<file path="src/rtl/ship_action_engine_if.sv">
// ship_action_engine_if
//   Bundles the per-team game-cycle traffic between the team logic/arena and
//   the ship action engine.
//   Arena -> engine (master drives): step, x_a, y_a, attempt_fire,
//     attempt_shield, attempt_cloak, fire_dir, hit.
//   Engine -> arena (slave drives): x, y, energy, destroyed, shield_up,
//     cloaked, bullet_active, bullet_x, bullet_y, bullet_dir.
//   Every per-ship signal is an unpacked array indexed [NUM_SHIPS-1:0].
interface ship_action_engine_if #(
  parameter int NUM_SHIPS = 3
);
  logic              step;
  logic signed [3:0] x_a            [NUM_SHIPS-1:0];
  logic signed [3:0] y_a            [NUM_SHIPS-1:0];
  logic              attempt_fire   [NUM_SHIPS-1:0];
  logic              attempt_shield [NUM_SHIPS-1:0];
  logic              attempt_cloak  [NUM_SHIPS-1:0];
  logic [1:0]        fire_dir       [NUM_SHIPS-1:0];
  logic              hit            [NUM_SHIPS-1:0];

  logic signed [7:0] x              [NUM_SHIPS-1:0];
  logic signed [7:0] y              [NUM_SHIPS-1:0];
  logic [7:0]        energy         [NUM_SHIPS-1:0];
  logic              destroyed      [NUM_SHIPS-1:0];
  logic              shield_up      [NUM_SHIPS-1:0];
  logic              cloaked        [NUM_SHIPS-1:0];
  logic              bullet_active  [NUM_SHIPS-1:0];
  logic signed [7:0] bullet_x       [NUM_SHIPS-1:0];
  logic signed [7:0] bullet_y       [NUM_SHIPS-1:0];
  logic [1:0]        bullet_dir     [NUM_SHIPS-1:0];

  modport master (
    output step, x_a, y_a, attempt_fire, attempt_shield, attempt_cloak,
           fire_dir, hit,
    input  x, y, energy, destroyed, shield_up, cloaked, bullet_active,
           bullet_x, bullet_y, bullet_dir
  );

  modport slave (
    input  step, x_a, y_a, attempt_fire, attempt_shield, attempt_cloak,
           fire_dir, hit,
    output x, y, energy, destroyed, shield_up, cloaked, bullet_active,
           bullet_x, bullet_y, bullet_dir
  );
endinterface

</file>
<file path="src/rtl/ship_action_engine.sv">
// ship_action_engine
//   Game-side model of one team's ships. On every single-clock `step` pulse
//   each live ship arbitrates its fire/cloak/shield requests against its
//   energy, integrates acceleration into velocity and position, advances its
//   bullet and applies enemy hits. All outputs come straight from registers
//   and are valid the cycle after the step.
// Ports
//   clk    : clock
//   reset  : synchronous, active-high; wins over step
//   bus    : ship_action_engine_if.slave (requests in, ship/bullet state out)
module ship_action_engine #(
  parameter int NUM_SHIPS    = 3,
  parameter int MAX_ACCEL    = 4,
  parameter int MAX_SPEED    = 16,
  parameter int BOARD_LIMIT  = 64,
  parameter int MAX_ENERGY   = 80,
  parameter int RECOUP       = 15,
  parameter int FIRE_COST    = 30,
  parameter int CLOAK_COST   = 15,
  parameter int SHIELD_COST  = 25,
  parameter int BULLET_SPEED = 9,
  parameter int BULLET_TIME  = 6,
  parameter int INIT_X       = -40
) (
  input logic                clk,
  input logic                reset,
  ship_action_engine_if.slave bus
);

  localparam logic signed [8:0] ACC_LIM  = 9'(MAX_ACCEL);
  localparam logic signed [8:0] SPD_LIM  = 9'(MAX_SPEED);
  localparam logic signed [8:0] POS_LIM  = 9'(BOARD_LIMIT);
  localparam logic signed [7:0] POS_SAT  = 8'sd127;
  localparam logic signed [7:0] X_RESET  = 8'(INIT_X);
  localparam logic signed [7:0] B_STEP   = 8'(BULLET_SPEED);
  localparam logic [8:0]        E_MAX    = 9'(MAX_ENERGY);
  localparam logic [7:0]        E_MAX8   = 8'(MAX_ENERGY);
  localparam logic [8:0]        E_RECOUP = 9'(RECOUP);
  localparam logic [8:0]        E_FIRE   = 9'(FIRE_COST);
  localparam logic [8:0]        E_CLOAK  = 9'(CLOAK_COST);
  localparam logic [8:0]        E_SHIELD = 9'(SHIELD_COST);
  localparam logic [2:0]        LIFE_INIT = 3'(BULLET_TIME);

  localparam logic [1:0] DIR_RIGHT = 2'd0;
  localparam logic [1:0] DIR_DOWN  = 2'd1;
  localparam logic [1:0] DIR_LEFT  = 2'd2;
  localparam logic [1:0] DIR_UP    = 2'd3;

  // Symmetric clamp to [-lim, +lim].
  function automatic logic signed [8:0] clamp9(input logic signed [8:0] v,
                                               input logic signed [8:0] lim);
    logic signed [8:0] r;
    if (v > lim) begin
      r = lim;
    end else if (v < -lim) begin
      r = -lim;
    end else begin
      r = v;
    end
    return r;
  endfunction

  // True once a coordinate has left the playing field.
  function automatic logic off_board(input logic signed [8:0] p);
    return (p > POS_LIM) || (p < -POS_LIM);
  endfunction

  // Off-board coordinates are pinned to +/-127 so the stored value stays
  // unambiguous in 8 bits; on-board values fit without loss.
  function automatic logic signed [7:0] store_pos(input logic signed [8:0] p);
    logic signed [7:0] r;
    if (p > POS_LIM) begin
      r = POS_SAT;
    end else if (p < -POS_LIM) begin
      r = -POS_SAT;
    end else begin
      r = p[7:0];
    end
    return r;
  endfunction

  for (genvar i = 0; i < NUM_SHIPS; i++) begin : g_ship
    localparam logic signed [7:0] Y_RESET = 8'((i - 1) * 16);

    logic signed [7:0] x_r, y_r, bullet_x_r, bullet_y_r;
    logic signed [8:0] vx_r, vy_r;
    logic [7:0]        energy_r;
    logic [1:0]        bullet_dir_r;
    logic [2:0]        life_r;
    logic              destroyed_r, shield_up_r, cloaked_r, bullet_active_r;

    logic              fire_grant_s, cloak_grant_s, shield_grant_s, kill_s;
    logic [8:0]        energy_a_s, energy_b_s, energy_c_s, energy_sum_s;
    logic [7:0]        energy_n_s;
    logic signed [8:0] ax_s, ay_s, vx_n_s, vy_n_s, px_s, py_s;
    logic signed [7:0] x_n_s, y_n_s, bullet_x_n_s, bullet_y_n_s;
    logic [1:0]        bullet_dir_n_s;
    logic [2:0]        life_n_s;
    logic              bullet_active_n_s, shield_up_n_s, cloaked_n_s;

    // Next-state computation for one ship, assuming a step is taken.
    always_comb begin
      // Grants in priority order, each charged against what the earlier
      // grants left over; fire additionally needs the bullet slot free.
      fire_grant_s   = bus.attempt_fire[i] && !bullet_active_r &&
                       ({1'b0, energy_r} >= E_FIRE);
      energy_a_s     = {1'b0, energy_r} - (fire_grant_s ? E_FIRE : 9'd0);
      cloak_grant_s  = bus.attempt_cloak[i] && (energy_a_s >= E_CLOAK);
      energy_b_s     = energy_a_s - (cloak_grant_s ? E_CLOAK : 9'd0);
      shield_grant_s = bus.attempt_shield[i] && (energy_b_s >= E_SHIELD);
      energy_c_s     = energy_b_s - (shield_grant_s ? E_SHIELD : 9'd0);
      energy_sum_s   = energy_c_s + E_RECOUP;
      if (energy_sum_s > E_MAX) begin
        energy_n_s = E_MAX8;
      end else begin
        energy_n_s = energy_sum_s[7:0];
      end

      ax_s   = clamp9($signed({{5{bus.x_a[i][3]}}, bus.x_a[i]}), ACC_LIM);
      ay_s   = clamp9($signed({{5{bus.y_a[i][3]}}, bus.y_a[i]}), ACC_LIM);
      vx_n_s = clamp9(vx_r + ax_s, SPD_LIM);
      vy_n_s = clamp9(vy_r + ay_s, SPD_LIM);
      px_s   = $signed({x_r[7], x_r}) + vx_n_s;
      py_s   = $signed({y_r[7], y_r}) + vy_n_s;
      x_n_s  = store_pos(px_s);
      y_n_s  = store_pos(py_s);

      // Shield protects only if it was already up before this step.
      kill_s = off_board(px_s) || off_board(py_s) ||
               (bus.hit[i] && !shield_up_r);

      shield_up_n_s     = shield_grant_s;
      cloaked_n_s       = cloak_grant_s;
      bullet_active_n_s = bullet_active_r;
      bullet_x_n_s      = bullet_x_r;
      bullet_y_n_s      = bullet_y_r;
      bullet_dir_n_s    = bullet_dir_r;
      life_n_s          = life_r;

      // A grant only happens with the slot empty, so it never races expiry.
      if (fire_grant_s) begin
        bullet_active_n_s = 1'b1;
        bullet_x_n_s      = x_n_s;
        bullet_y_n_s      = y_n_s;
        bullet_dir_n_s    = bus.fire_dir[i];
        life_n_s          = LIFE_INIT;
      end else if (bullet_active_r) begin
        life_n_s = life_r - 3'd1;
        if (life_r == 3'd1) begin
          bullet_active_n_s = 1'b0;
        end else begin
          case (bullet_dir_r)
            DIR_RIGHT: bullet_x_n_s = bullet_x_r + B_STEP;
            DIR_DOWN:  bullet_y_n_s = bullet_y_r - B_STEP;
            DIR_LEFT:  bullet_x_n_s = bullet_x_r - B_STEP;
            DIR_UP:    bullet_y_n_s = bullet_y_r + B_STEP;
            default:   bullet_x_n_s = bullet_x_r;
          endcase
        end
      end else begin
        bullet_active_n_s = 1'b0;
      end

      // A ship destroyed this step leaves no shield, cloak, bullet or motion.
      if (kill_s) begin
        vx_n_s            = 9'sd0;
        vy_n_s            = 9'sd0;
        shield_up_n_s     = 1'b0;
        cloaked_n_s       = 1'b0;
        bullet_active_n_s = 1'b0;
      end else begin
        bullet_dir_n_s = bullet_dir_n_s;
      end
    end

    // Ship state registers; destroyed ships and idle cycles hold everything.
    always_ff @(posedge clk) begin
      if (reset) begin
        x_r             <= X_RESET;
        y_r             <= Y_RESET;
        vx_r            <= 9'sd0;
        vy_r            <= 9'sd0;
        energy_r        <= E_MAX8;
        destroyed_r     <= 1'b0;
        shield_up_r     <= 1'b0;
        cloaked_r       <= 1'b0;
        bullet_active_r <= 1'b0;
        bullet_x_r      <= 8'sd0;
        bullet_y_r      <= 8'sd0;
        bullet_dir_r    <= 2'd0;
        life_r          <= 3'd0;
      end else if (bus.step && !destroyed_r) begin
        x_r             <= x_n_s;
        y_r             <= y_n_s;
        vx_r            <= vx_n_s;
        vy_r            <= vy_n_s;
        energy_r        <= energy_n_s;
        destroyed_r     <= kill_s;
        shield_up_r     <= shield_up_n_s;
        cloaked_r       <= cloaked_n_s;
        bullet_active_r <= bullet_active_n_s;
        bullet_x_r      <= bullet_x_n_s;
        bullet_y_r      <= bullet_y_n_s;
        bullet_dir_r    <= bullet_dir_n_s;
        life_r          <= life_n_s;
      end
    end

    assign bus.x[i]             = x_r;
    assign bus.y[i]             = y_r;
    assign bus.energy[i]        = energy_r;
    assign bus.destroyed[i]     = destroyed_r;
    assign bus.shield_up[i]     = shield_up_r;
    assign bus.cloaked[i]       = cloaked_r;
    assign bus.bullet_active[i] = bullet_active_r;
    assign bus.bullet_x[i]      = bullet_x_r;
    assign bus.bullet_y[i]      = bullet_y_r;
    assign bus.bullet_dir[i]    = bullet_dir_r;
  end

endmodule

</file>
<file path="src/flat_wrapper.sv">
// flat-port wrapper written by rule: the top's interface ports become plain ports
module ship_action_engine_flat 
#(
  parameter int NUM_SHIPS    = 3,
  parameter int MAX_ACCEL    = 4,
  parameter int MAX_SPEED    = 16,
  parameter int BOARD_LIMIT  = 64,
  parameter int MAX_ENERGY   = 80,
  parameter int RECOUP       = 15,
  parameter int FIRE_COST    = 30,
  parameter int CLOAK_COST   = 15,
  parameter int SHIELD_COST  = 25,
  parameter int BULLET_SPEED = 9,
  parameter int BULLET_TIME  = 6,
  parameter int INIT_X       = -40
)
  (clk, reset, bus_step, bus_x_a, bus_y_a, bus_attempt_fire, bus_attempt_shield, bus_attempt_cloak, bus_fire_dir, bus_hit, bus_x, bus_y, bus_energy, bus_destroyed, bus_shield_up, bus_cloaked, bus_bullet_active, bus_bullet_x, bus_bullet_y, bus_bullet_dir);
  ship_action_engine_if #(.NUM_SHIPS(NUM_SHIPS)) bus_i ();
  input logic clk;
  input logic reset;
  input wire logic [$bits(bus_i.step)-1:0] bus_step;
  input wire logic [$bits(bus_i.x_a)-1:0] bus_x_a;
  input wire logic [$bits(bus_i.y_a)-1:0] bus_y_a;
  input wire logic [$bits(bus_i.attempt_fire)-1:0] bus_attempt_fire;
  input wire logic [$bits(bus_i.attempt_shield)-1:0] bus_attempt_shield;
  input wire logic [$bits(bus_i.attempt_cloak)-1:0] bus_attempt_cloak;
  input wire logic [$bits(bus_i.fire_dir)-1:0] bus_fire_dir;
  input wire logic [$bits(bus_i.hit)-1:0] bus_hit;
  output wire logic [$bits(bus_i.x)-1:0] bus_x;
  output wire logic [$bits(bus_i.y)-1:0] bus_y;
  output wire logic [$bits(bus_i.energy)-1:0] bus_energy;
  output wire logic [$bits(bus_i.destroyed)-1:0] bus_destroyed;
  output wire logic [$bits(bus_i.shield_up)-1:0] bus_shield_up;
  output wire logic [$bits(bus_i.cloaked)-1:0] bus_cloaked;
  output wire logic [$bits(bus_i.bullet_active)-1:0] bus_bullet_active;
  output wire logic [$bits(bus_i.bullet_x)-1:0] bus_bullet_x;
  output wire logic [$bits(bus_i.bullet_y)-1:0] bus_bullet_y;
  output wire logic [$bits(bus_i.bullet_dir)-1:0] bus_bullet_dir;
  assign bus_i.step = bus_step;
  assign bus_i.x_a = {>>{bus_x_a}};
  assign bus_i.y_a = {>>{bus_y_a}};
  assign bus_i.attempt_fire = {>>{bus_attempt_fire}};
  assign bus_i.attempt_shield = {>>{bus_attempt_shield}};
  assign bus_i.attempt_cloak = {>>{bus_attempt_cloak}};
  assign bus_i.fire_dir = {>>{bus_fire_dir}};
  assign bus_i.hit = {>>{bus_hit}};
  assign bus_x = {>>{bus_i.x}};
  assign bus_y = {>>{bus_i.y}};
  assign bus_energy = {>>{bus_i.energy}};
  assign bus_destroyed = {>>{bus_i.destroyed}};
  assign bus_shield_up = {>>{bus_i.shield_up}};
  assign bus_cloaked = {>>{bus_i.cloaked}};
  assign bus_bullet_active = {>>{bus_i.bullet_active}};
  assign bus_bullet_x = {>>{bus_i.bullet_x}};
  assign bus_bullet_y = {>>{bus_i.bullet_y}};
  assign bus_bullet_dir = {>>{bus_i.bullet_dir}};
  ship_action_engine #(.NUM_SHIPS(NUM_SHIPS), .MAX_ACCEL(MAX_ACCEL), .MAX_SPEED(MAX_SPEED), .BOARD_LIMIT(BOARD_LIMIT), .MAX_ENERGY(MAX_ENERGY), .RECOUP(RECOUP), .FIRE_COST(FIRE_COST), .CLOAK_COST(CLOAK_COST), .SHIELD_COST(SHIELD_COST), .BULLET_SPEED(BULLET_SPEED), .BULLET_TIME(BULLET_TIME), .INIT_X(INIT_X)) u_core (.clk(clk), .reset(reset), .bus(bus_i));
endmodule
</file>
<file path="config.mk">
export PLATFORM = sky130hd
export DESIGN_NAME = ship_action_engine_flat
export DESIGN_NICKNAME = d
export VERILOG_FILES = /design/src/rtl/ship_action_engine_if.sv /design/src/rtl/ship_action_engine.sv /design/src/flat_wrapper.sv
export SDC_FILE = /design/constraint.sdc
export NUM_CORES = 1
export LEC_CHECK = 0
export ABC_CLOCK_PERIOD_IN_PS = 9400
export BUFFER_PORTS_ARGS = -buffer_cell sky130_fd_sc_hd__buf_2
export CAP_MARGIN = 25
export CELL_PAD_IN_SITES_DETAIL_PLACEMENT = 1
export CELL_PAD_IN_SITES_GLOBAL_PLACEMENT = 1
export CORE_ASPECT_RATIO = 1.4
export CORE_MARGIN = 1
export CORE_UTILIZATION = 45
export CTS_BUF_LIST = sky130_fd_sc_hd__clkbuf_16
export DETAILED_ROUTE_END_ITERATION = 16
export PLACE_DENSITY = 0.8
export SYNTH_ARGS = -nofsm -noshare
export SYNTH_HDL_FRONTEND = slang
export SYNTH_SLANG_ARGS = --single-unit
export TNS_END_PERCENT = 5
</file>
<file path="constraint.sdc">
create_clock -name clk -period 9.4 [get_ports clk]
set_clock_uncertainty 0.1 [all_clocks]
set_input_delay 1.41 -clock clk [delete_from_list [all_inputs] [get_ports clk]]
set_output_delay 1.41 -clock clk [all_outputs]
set_load 0.005 [all_outputs]
</file>
Word level (Yosys, flattened, before mapping)

Cells that the tools add are included.

Register bits: 201
Latch bits: 0
Memories: 0
Bits in writable memories: 0
Output and inout port bits: 138
Logic and storage cells: 306
Memory bits (read-only): 0

Div/mod/pow operators: 0
Magnitude comparators: 48
Shifts and indexed selects: 0
Multiplexer cells: 102
Equality and inequality tests: 15
Bitwise logic cells: 0
Multipliers: 0
Reduce and logical (&&, ||, !) cells: 63
Add/subtract/negate cells: 39

Operator list:

| operator                                                                             | number |
|---|---|
| 9-bit two-way mux                                                                    | 30 |
| 8-bit two-way mux                                                                    | 33 |
| 8-bit case mux with 2 select lines                                                   | 6 |
| 8-bit by 9-bit adder with 9-bit output                                               | 6 |
| 9-bit adder                                                                          | 6 |
| 9-bit by 6-bit greater-than comparator with 1-bit output (second input constant)     | 6 |
| 9-bit by 8-bit greater-than comparator with 1-bit output (second input constant)     | 6 |
| 9-bit by 5-bit < comparator with 1-bit output (second input constant)                | 6 |
| 9-bit by 7-bit < comparator with 1-bit output (second input constant)                | 6 |
| 9-bit subtractor                                                                     | 6 |
| 8-bit by 5-bit adder with 8-bit output (second input constant)                       | 6 |
| 8-bit by 5-bit subtractor with 8-bit output (second input constant)                  | 6 |
| 5-bit two-way mux                                                                    | 6 |
| 9-bit by 4-bit adder with 9-bit output (second input constant)                       | 3 |
| 9-bit by 4-bit greater-or-equal comparator with 1-bit output (second input constant) | 3 |
| 9-bit by 5-bit greater-or-equal comparator with 1-bit output (second input constant) | 3 |
| 9-bit by 7-bit greater-than comparator with 1-bit output (second input constant)     | 3 |
| 8-bit by 9-bit subtractor with 9-bit output                                          | 3 |
| 8-bit by 5-bit greater-or-equal comparator with 1-bit output (second input constant) | 3 |
| 4-bit greater-than comparator (second input constant)                                | 6 |
| 4-bit by 3-bit < comparator with 1-bit output (second input constant)                | 6 |
| 4-bit AND reduction                                                                  | 6 |
| 1-bit logical AND                                                                    | 18 |
| 1-bit two-way mux                                                                    | 18 |
| 13 further kinds                                                                     | 66 |

Logic depth before layout (Yosys ltp)

Gate-level depths: netlist of run 1.

Depth after elaboration: 16
Depth in mapped cells: 43

Worst setup path after synthesis of run 1

No wires, ideal clock.

Path type: input port to flip-flop
From: input bus_attempt_fire[2]
To: register u_core.g_ship[2].energy_r[4]
Data arrival time: 8.135 ns
Stages on the path: 39
Required time: 9.159 ns
Path buffers: 2
Slack: 1.023 ns
Cell sequence: nand3_1 inv_1 clkbuf_1 ha_1 nor2b_1 o21a_1 or3_1 clkbuf_1 and2_1 a311o_1 o21ai_0 inv_1 ha_1 fa_1 nor2b_1 o21ai_0 nand2b_1 a211o_1 [3 not listed] nand3_1 o21ai_0 o211ai_1 a31oi_1 a311oi_1 ha_1 ha_1 inv_1 fa_1 nor2b_1 o21a_1 o21ai_0 a21oi_1 nor2_1 xor2_1 nor3_1 o21a_1 a31oi_1

Word-level cells in the longest chain between the ends: 15

Ends and longest elaborated chain:

| what                                                         | line                      | RTL |
|---|---|---|
| from (decl)                                                  | flat_wrapper.sv:24        | `input wire logic [$bits(bus_i.attempt_fire)-1:0] bus_attempt_fire;` |
| 1-bit logical AND (*) (2 in series)                          | ship_action_engine.sv:105 | `fire_grant_s = bus.attempt_fire[i] && !bullet_active_r &&` |
| 5-bit two-way mux (*)                                        | ship_action_engine.sv:107 | `energy_a_s = {1'b0, energy_r} - (fire_grant_s ? E_FIRE : 9'd0);` |
| 8-bit by 9-bit subtractor with 9-bit output (*)              | ship_action_engine.sv:107 |  |
| 9-bit by 4-bit greater-or-equal comparator with 1-bit output | ship_action_engine.sv:108 | `cloak_grant_s = bus.attempt_cloak[i] && (energy_a_s >= E_CLOAK);` |
| 1-bit logical AND                                            | ship_action_engine.sv:108 |  |
| 4-bit two-way mux                                            | ship_action_engine.sv:109 | `energy_b_s = energy_a_s - (cloak_grant_s ? E_CLOAK : 9'd0);` |
| 9-bit subtractor (*)                                         | ship_action_engine.sv:109 |  |
| 9-bit by 5-bit greater-or-equal comparator with 1-bit output | ship_action_engine.sv:110 | `shield_grant_s = bus.attempt_shield[i] && (energy_b_s >= E_SHIELD);` |
| 1-bit logical AND                                            | ship_action_engine.sv:110 |  |
| 5-bit two-way mux                                            | ship_action_engine.sv:111 | `energy_c_s = energy_b_s - (shield_grant_s ? E_SHIELD : 9'd0);` |
| 9-bit subtractor (*)                                         | ship_action_engine.sv:111 |  |
| 9-bit by 4-bit adder with 9-bit output (*)                   | ship_action_engine.sv:112 | `energy_sum_s = energy_c_s + E_RECOUP;` |
| 9-bit by 7-bit greater-than comparator with 1-bit output     | ship_action_engine.sv:113 | `if (energy_sum_s > E_MAX) begin` |
| 8-bit two-way mux (*)                                        | ship_action_engine.sv:113 |  |
| to (signal assigned)                                         | ship_action_engine.sv:197 | `energy_r <= energy_n_s;` |
| to (decl)                                                    | ship_action_engine.sv:87  | `logic [7:0] energy_r;` |

Mark *: on every way between the ends. The rest lies on a longest branch, timed or not.
A chain may end at the register's enable or synchronous reset.

Worst setup path after layout of run 1

Same ends and word-level chain as after synthesis.

==> results of run 1 <==
## cell families (layout without fill, tap and decap cells)
family / after synthesis / after routing / share of synthesized area (%)
AO/OA/AOI/OAI: 728 / 728 / 27.4
multiplexers: 6 / 6 / 0.341
buffers and inverters: 250 / 405 / 5.75
XOR/XNOR: 149 / 149 / 7.46
AND/OR/NAND/NOR: 649 / 649 / 18.1
flip-flops: 201 / 201 / 22.9
adder cells (fa/ha/maj): 238 / 238 / 18.1
## power groups by stage
stage,clock network [uW],registers (uW),logic (uW)
after global placement,0,1110,3510
after detailed placement,0,1110,3680
after global routing,879,1110,4150
after floorplan,0,1070,2720
final,831,1100,3710
after CTS,851,1090,3710
## worst min-delay path, stage by stage (launching register included)
cell and delay, ns:
dfxtp_1 0.31, nand2_1 0.05, o21ai_1 0.05
## metrics by stage
stage | hold slack [ns] | cell area (sq um) | setup WS (ns)
4_1_cts | 0.362 | 19600 | 0.892
3_3_place_gp | 0.342 | 18900 | 0.670
5_1_grt | 0.373 | 19600 | 0.162
2_1_floorplan | 0.329 | 17600 | 1.02
3_5_place_dp | 0.352 | 18900 | 0.357
6_report | 0.355 | 19600 | 0.866
## final timing paths
path / from / endpoint / slack, ns / depth (start not counted)
setup reg to reg: u_core.g_ship[2].energy_r[5] / u_core.g_ship[2].energy_r[4] / 0.95 / 38
hold / removal: u_core.g_ship[2].cloaked_r / u_core.g_ship[2].cloaked_r / 0.35 / 2
setup / recovery: bus_attempt_fire[2] / u_core.g_ship[2].energy_r[4] / 0.87 / 37
hold reg to reg: u_core.g_ship[2].cloaked_r / u_core.g_ship[2].cloaked_r / 0.35 / 2
## synth_stat cells (21+ instances only)
cell type	instances
nand2_1	156
fa_1	27
nor3_1	72
or2_2	23
o21bai_1	25
a32o_1	40
ha_1	210
nor2b_1	41
and2_1	33
xnor2_1	104
a21o_1	44
nand2b_1	22
a211oi_1	34
a31oi_1	31
o21a_1	43
nand3_1	51
clkbuf_1	62
a21oi_1	187
nor2_1	170
o21ai_1	21
dfxtp_1	201
inv_1	159
o21ai_0	144
xor2_1	44
## metal layers
layer  vias up  global-route usage (%)  wire length [microns]
met5         -                       0                     13
met4         2                    11.1                   2030
met3       114                    3.83                   2010
met2       271                    52.7                  29300
met1      8288                    29.5                  22100
li1       8325                       -                      -
## flip-flops by register name (all words and copies together) (netlist names)
name / count
u_core.g_ship.shield_up_r: 3
u_core.g_ship.life_r: 9
u_core.g_ship.bullet_active_r: 3
u_core.g_ship.vy_r: 27
u_core.g_ship.energy_r: 24
u_core.g_ship.bullet_y_r: 24
u_core.g_ship.x_r: 24
u_core.g_ship.vx_r: 27
u_core.g_ship.y_r: 24
u_core.g_ship.destroyed_r: 3
u_core.g_ship.cloaked_r: 3
u_core.g_ship.bullet_dir_r: 6
u_core.g_ship.bullet_x_r: 24
## final cells by class
cell class	count	area, sq um
Fill cell	4824	18900
Multi-Input combinational cell	1770	12600
Sequential cell	201	4020
Timing Repair Buffer	203	1080
Tap cell	522	653
Inverter	162	608
Clock buffer	23	576
Clock inverter	17	82.6
==> reports/results.txt, run 1 <==
Status = completed
Total GRT Usage = 27.4%
Minimum clock period after layout = 8.53 ns
Final period util = 90.8%
Slowest CP cell = o21ai_0
Area contributors post-synth = dfxtp_1, ha_1, a21oi_1
Class of the worst hold path = reg2reg
Die H = 236 microns
Clock root buffer = clkbuf_16
I/O Pins = 183
Initial core utilization = 45.7%
Largest net degree at the start of global routing = 58
Inserted Clock Buffers = 23
Power share of the combinational group = 65.8%
Yosys top cell area share = 22.9%
Sequential fraction of the synthesis area = 22.9%
Initial antenna violation count = 2
CTS tree = yes
Net Switching = 2780 uW
Synth area leader = dfxtp_1
Most frequent cells in the layout = ha_1, dfxtp_1, a21oi_1
Async SR Flop Fraction = 0%
Routed Antenna Nets = 0
Syn Inst Count = 2221
Switching share of power = 49.4%
WL/cell = 19.1 microns
Area grow syn2layout = 11.4%
Syn_nets = 2503
Setup CP Type = in2reg
Total Neg Setup Slack = 0 ns
Maximum vdd drop = 0.495 mV
CP top delay family = compound AO/OA/AOI/OAI gates
Max-Slew Margin vs Limit = 34.7%
Total gr overflow = 0
Iter 0 DRT Violations = 560
Yosys cell types = 90
Critical Path End Type = register
# resized after CTS = 0
Worst-path clk slew = 0.07 ns
Post-DP HPWL = 44100 microns
Port Buffers = 182
CORE AREA = 38500 sq um
Req. time, crit path = 9.67 ns
Max-cap violations = 0
DR vias/cell = 5.87
Nets@finish = 2643
Clock power frac = 14.7%
Leak = 0.00881 uW
Dpl cells = 2856
Clock Tree Buf Depth = 3
Synthesized flop and latch total = 201
Final Max Tran Viols = 0
Die width = 169 microns
Cts hold-fix bufs = 0
Fin cells = 2898
Pwr Density = 287 nW/um^2
Total wire length = 55500 microns
EDFF count, synth = 0
Vias in the first global route = 18200
Syn avg cell area = 7.92 sq um
Remaining DRCs = 0
Cell Area, Synth = 17600 sq um
Router iterations before antenna repair = 4
Total power = 5630 uW
Worst-Margin Slew = 0.979 ns
Yosys warning count = 0
Rows = 85
Crit Path Max Fanout = 7
Startpoint Class = input pin
Finished Core Util = 50.9%
Top FF cell, synth = dfxtp_1
Antenna diode count = 0
Part of the power in registers = 19.4%
H-tree depth = 1
First-pass GRT wire length = 89900 microns
P_int = 2850 uW
Crit-path max cell delay = 0.50 ns
Clock Sinks = 201
Postcts setup bufs = 0
Clk Latency, worst-skew pair = 0.53 ns
Most common cell after layout, fill and taps aside = ha_1
CP Data Arrival Time = 8.81 ns
Final GP Congestion = 0.904
Endpoints failing setup = 0
Share of cells above drive strength 1 = 12.0%
Most frequent CP cell = ha_1
Unrepaired setup endpoints after global routing = false
Final hold violations = 0
CP Buf/Inv Count = 3
Die Area = 39900 sq um
Max Fclk = 0.117 GHz
Via count = 17000
(Power assumes the default switching activity.)
==> run 2: changes to the inputs <==
Settings changed: ABC_CLOCK_PERIOD_IN_PS 9400 to default, PLACE_DENSITY 0.8 to default, PLACE_DENSITY_LB_ADDON from default to 0.1.
==> reports/results.txt, run 2 (synthesis gave the netlist of run 1 again) <==
Routed Antenna Nets = 0 (unchanged)
Final GP Congestion = 0.897 (was 0.904)
Switching share of power = 48.5% (was 49.4%)
R2R setup slack = 1.01 ns (was 0.95 ns)
Cell Area, Placed = 18900 sq um (about the same)
Most common cell after layout, fill and taps aside = ha_1 (unchanged)
HP Start = u_core.g_ship[2].cloaked_r (unchanged)
Post-DP HPWL = 44100 microns (about the same)
Clock power frac = 16.6% (was 14.7%)
Req. time, crit path = 9.77 ns (was 9.67 ns)
Worst-path clk slew = 0.06 ns (was 0.07 ns)
Die H = 236 microns (unchanged)
Cts hold-fix bufs = 0 (unchanged)
Critical Path End Type = register (unchanged)
FF-to-FF Start = u_core.g_ship[2].energy_r[5] (unchanged)
Total GRT Usage = 27.9% (was 27.4%)
Largest net degree at the start of global routing = 39 (was 58)
Maximum vdd drop = 0.433 mV (was 0.495 mV)
Status = completed (unchanged)
Clock Tree Buf Depth = 3 (unchanged)
Fin cells = 2904 (was 2898)
Clk Latency, worst-skew pair = 0.54 ns (was 0.53 ns)
I/O Pins = 183 (unchanged)
FF-to-FF path depth = 38 (unchanged)
Router iterations before antenna repair = 4 (unchanged)
Max-cap violations = 0 (unchanged)
WL/cell = 19.3 microns (was 19.1 microns)
Unrepaired setup endpoints after global routing = false (unchanged)
H-tree depth = 1 (unchanged)
Vias in the first global route = 18300 (was 18200)
Share of cells above drive strength 1 = 12.1% (was 12.0%)
Endpoints failing setup = 0 (unchanged)
First-pass GRT wire length = 91300 microns (was 89900 microns)
P_int = 2980 uW (was 2850 uW)
R2R Path End = u_core.g_ship[2].energy_r[2] (was u_core.g_ship[2].energy_r[4])
Startpoint Class = input pin (unchanged)
Leak = 0.00889 uW (was 0.00881 uW)
# fillers = 4847 (was 4824)
Final Max Tran Viols = 0 (unchanged)
Initial core utilization = 45.7% (unchanged)
Most frequent CP cell = ha_1 (unchanged)
Reg area = 4020 sq um (unchanged)
DR vias/cell = 5.89 (was 5.87)
Total gr overflow = 0 (unchanged)
Total Neg Setup Slack = 0 ns (unchanged)
CORE AREA = 38500 sq um (unchanged)
Port Buffers = 182 (unchanged)
# resized after CTS = 0 (unchanged)
Inserted Clock Buffers = 24 (was 23)
Part of the power in registers = 19.0% (was 19.4%)
Worst setup margin = 0.932 ns (was 0.866 ns)
Area grow syn2layout = 12.2% (was 11.4%)
Initial antenna violation count = 1 (was 2)
Max Fclk = 0.118 GHz (was 0.117 GHz)
Most frequent cells in the layout = ha_1, dfxtp_1, a21oi_1 (unchanged)
Clock Sinks = 201 (unchanged)
Clock root buffer = clkbuf_16 (unchanged)
Slowest CP cell = o21ai_0 (unchanged)
Crit Path Max Fanout = 9 (was 7)
Die Area = 39900 sq um (unchanged)
Final hold violations = 0 (unchanged)
Worst-Margin Slew = 0.988 ns (was 0.979 ns)
Die width = 169 microns (unchanged)
Total wire length = 56000 microns (was 55500 microns)
Final period util = 90.1% (was 90.8%)
Pre-CTS setup slack = 0.468 ns (was 0.357 ns)
Dpl cells = 2860 (was 2856)
Class of the worst hold path = reg2reg (unchanged)
Design Area, Final = 19700 sq um (was 19600 sq um)
Remaining DRCs = 0 (unchanged)
Hold Path Stages = 2 (unchanged)
Antenna diode count = 0 (unchanged)
Multi-input gate area = 12600 sq um (unchanged)
Rows = 85 (unchanged)
CTS tree = yes (unchanged)
Setup CP Type = in2reg (unchanged)
Nets@finish = 2646 (was 2643)
Power share of the combinational group = 64.4% (was 65.8%)
Crit-path max cell delay = 0.49 ns (was 0.50 ns)
Iter 0 DRT Violations = 558 (was 560)
Postcts setup bufs = 0 (unchanged)
CP Data Arrival Time = 8.84 ns (was 8.81 ns)
Max-Slew Margin vs Limit = 34.1% (was 34.7%)
Hold Path Sink = u_core.g_ship[2].cloaked_r (unchanged)
Net Switching = 2800 uW (was 2780 uW)
Minimum clock period after layout = 8.47 ns (was 8.53 ns)
Biggest regs = u_core.g_ship.vx_r (27), u_core.g_ship.vy_r (27) (unchanged)
Via count = 17100 (was 17000)
Total power = 5780 uW (was 5630 uW)
Pwr Density = 293 nW/um^2 (was 287 nW/um^2)
==> run 2: cell types whose count changed in the layout (fill, tap and decap cells not counted), sizes merged <==
cell | before | now
bufinv | 0 | 3
clkbuf | 23 | 25
buf | 203 | 205
inv | 161 | 166
clkinv | 16 | 10
==> run 2: critical path: cells and delay by family <==
family                     cells  cell delay, ns
AOI/OAI and AO/OA             16            3.11
xor gates and xnor gates       3            0.81
adders and majority gates      6            1.82
buffers and inverters          3            0.43
and+or+nand+nor                9            1.25
==> run 2: routing by layer <==
metal | GRT usage (%) | up-vias | wire, microns
met3 | 3.36 | 121 | 1950
met5 | 0 | - | 13
met2 | 53.7 | 291 | 29200
met4 | 12.1 | 2 | 2270
li1 | - | 8326 | -
met1 | 29.9 | 8356 | 22600
==> run 2: area by class of cell <==
class / instances / area share, %
Clock buffer: 25 / 3.17
Clock inverter: 19 / 0.830
Inverter: 162 / 3.08
Tap cell: 522 / 3.31
Sequential cell: 201 / 20.4
Timing Repair Buffer: 205 / 5.53
Multi-Input combinational cell: 1770 / 63.7
==> run 2: how the worst max path moves through the flow <==
stage / slack, ns / depth (start not counted) / start / to
6_report: 0.93 / 37 / bus_attempt_fire[2] / u_core.g_ship[2].energy_r[2]
5_1_grt: 0.27 / 40 / bus_attempt_fire[2] / u_core.g_ship[2].energy_r[2]
4_1_cts: 0.98 / 37 / bus_attempt_fire[2] / u_core.g_ship[2].energy_r[6]
3_5_place_dp: 0.47 / 40 / bus_attempt_fire[2] / u_core.g_ship[2].energy_r[5]
3_3_place_gp: 0.82 / 40 / bus_attempt_fire[2] / u_core.g_ship[2].energy_r[4]
2_1_floorplan: 1.02 / 39 / bus_attempt_fire[2] / u_core.g_ship[2].energy_r[4]
==> run 2: through the flow <==
| stage | hold slack, ns | util (%) |
|---|---|---|
| final | 0.343 | 51.3 |
| after global routing | 0.379 | 51.3 |
| after CTS | 0.347 | 51.3 |
| after detailed placement | 0.339 | 49.2 |
| after global placement | 0.338 | 49.2 |
| after floorplan | 0.329 | - |
==> run 2: power groups by stage <==
stage	logic [uW]	registers, uW	clock network [uW]
global route	4150	1110	1010
finish	3720	1100	960
global placement	3510	1110	0
CTS	3730	1100	979
detailed placement	3690	1110	0
floorplan	2720	1070	0
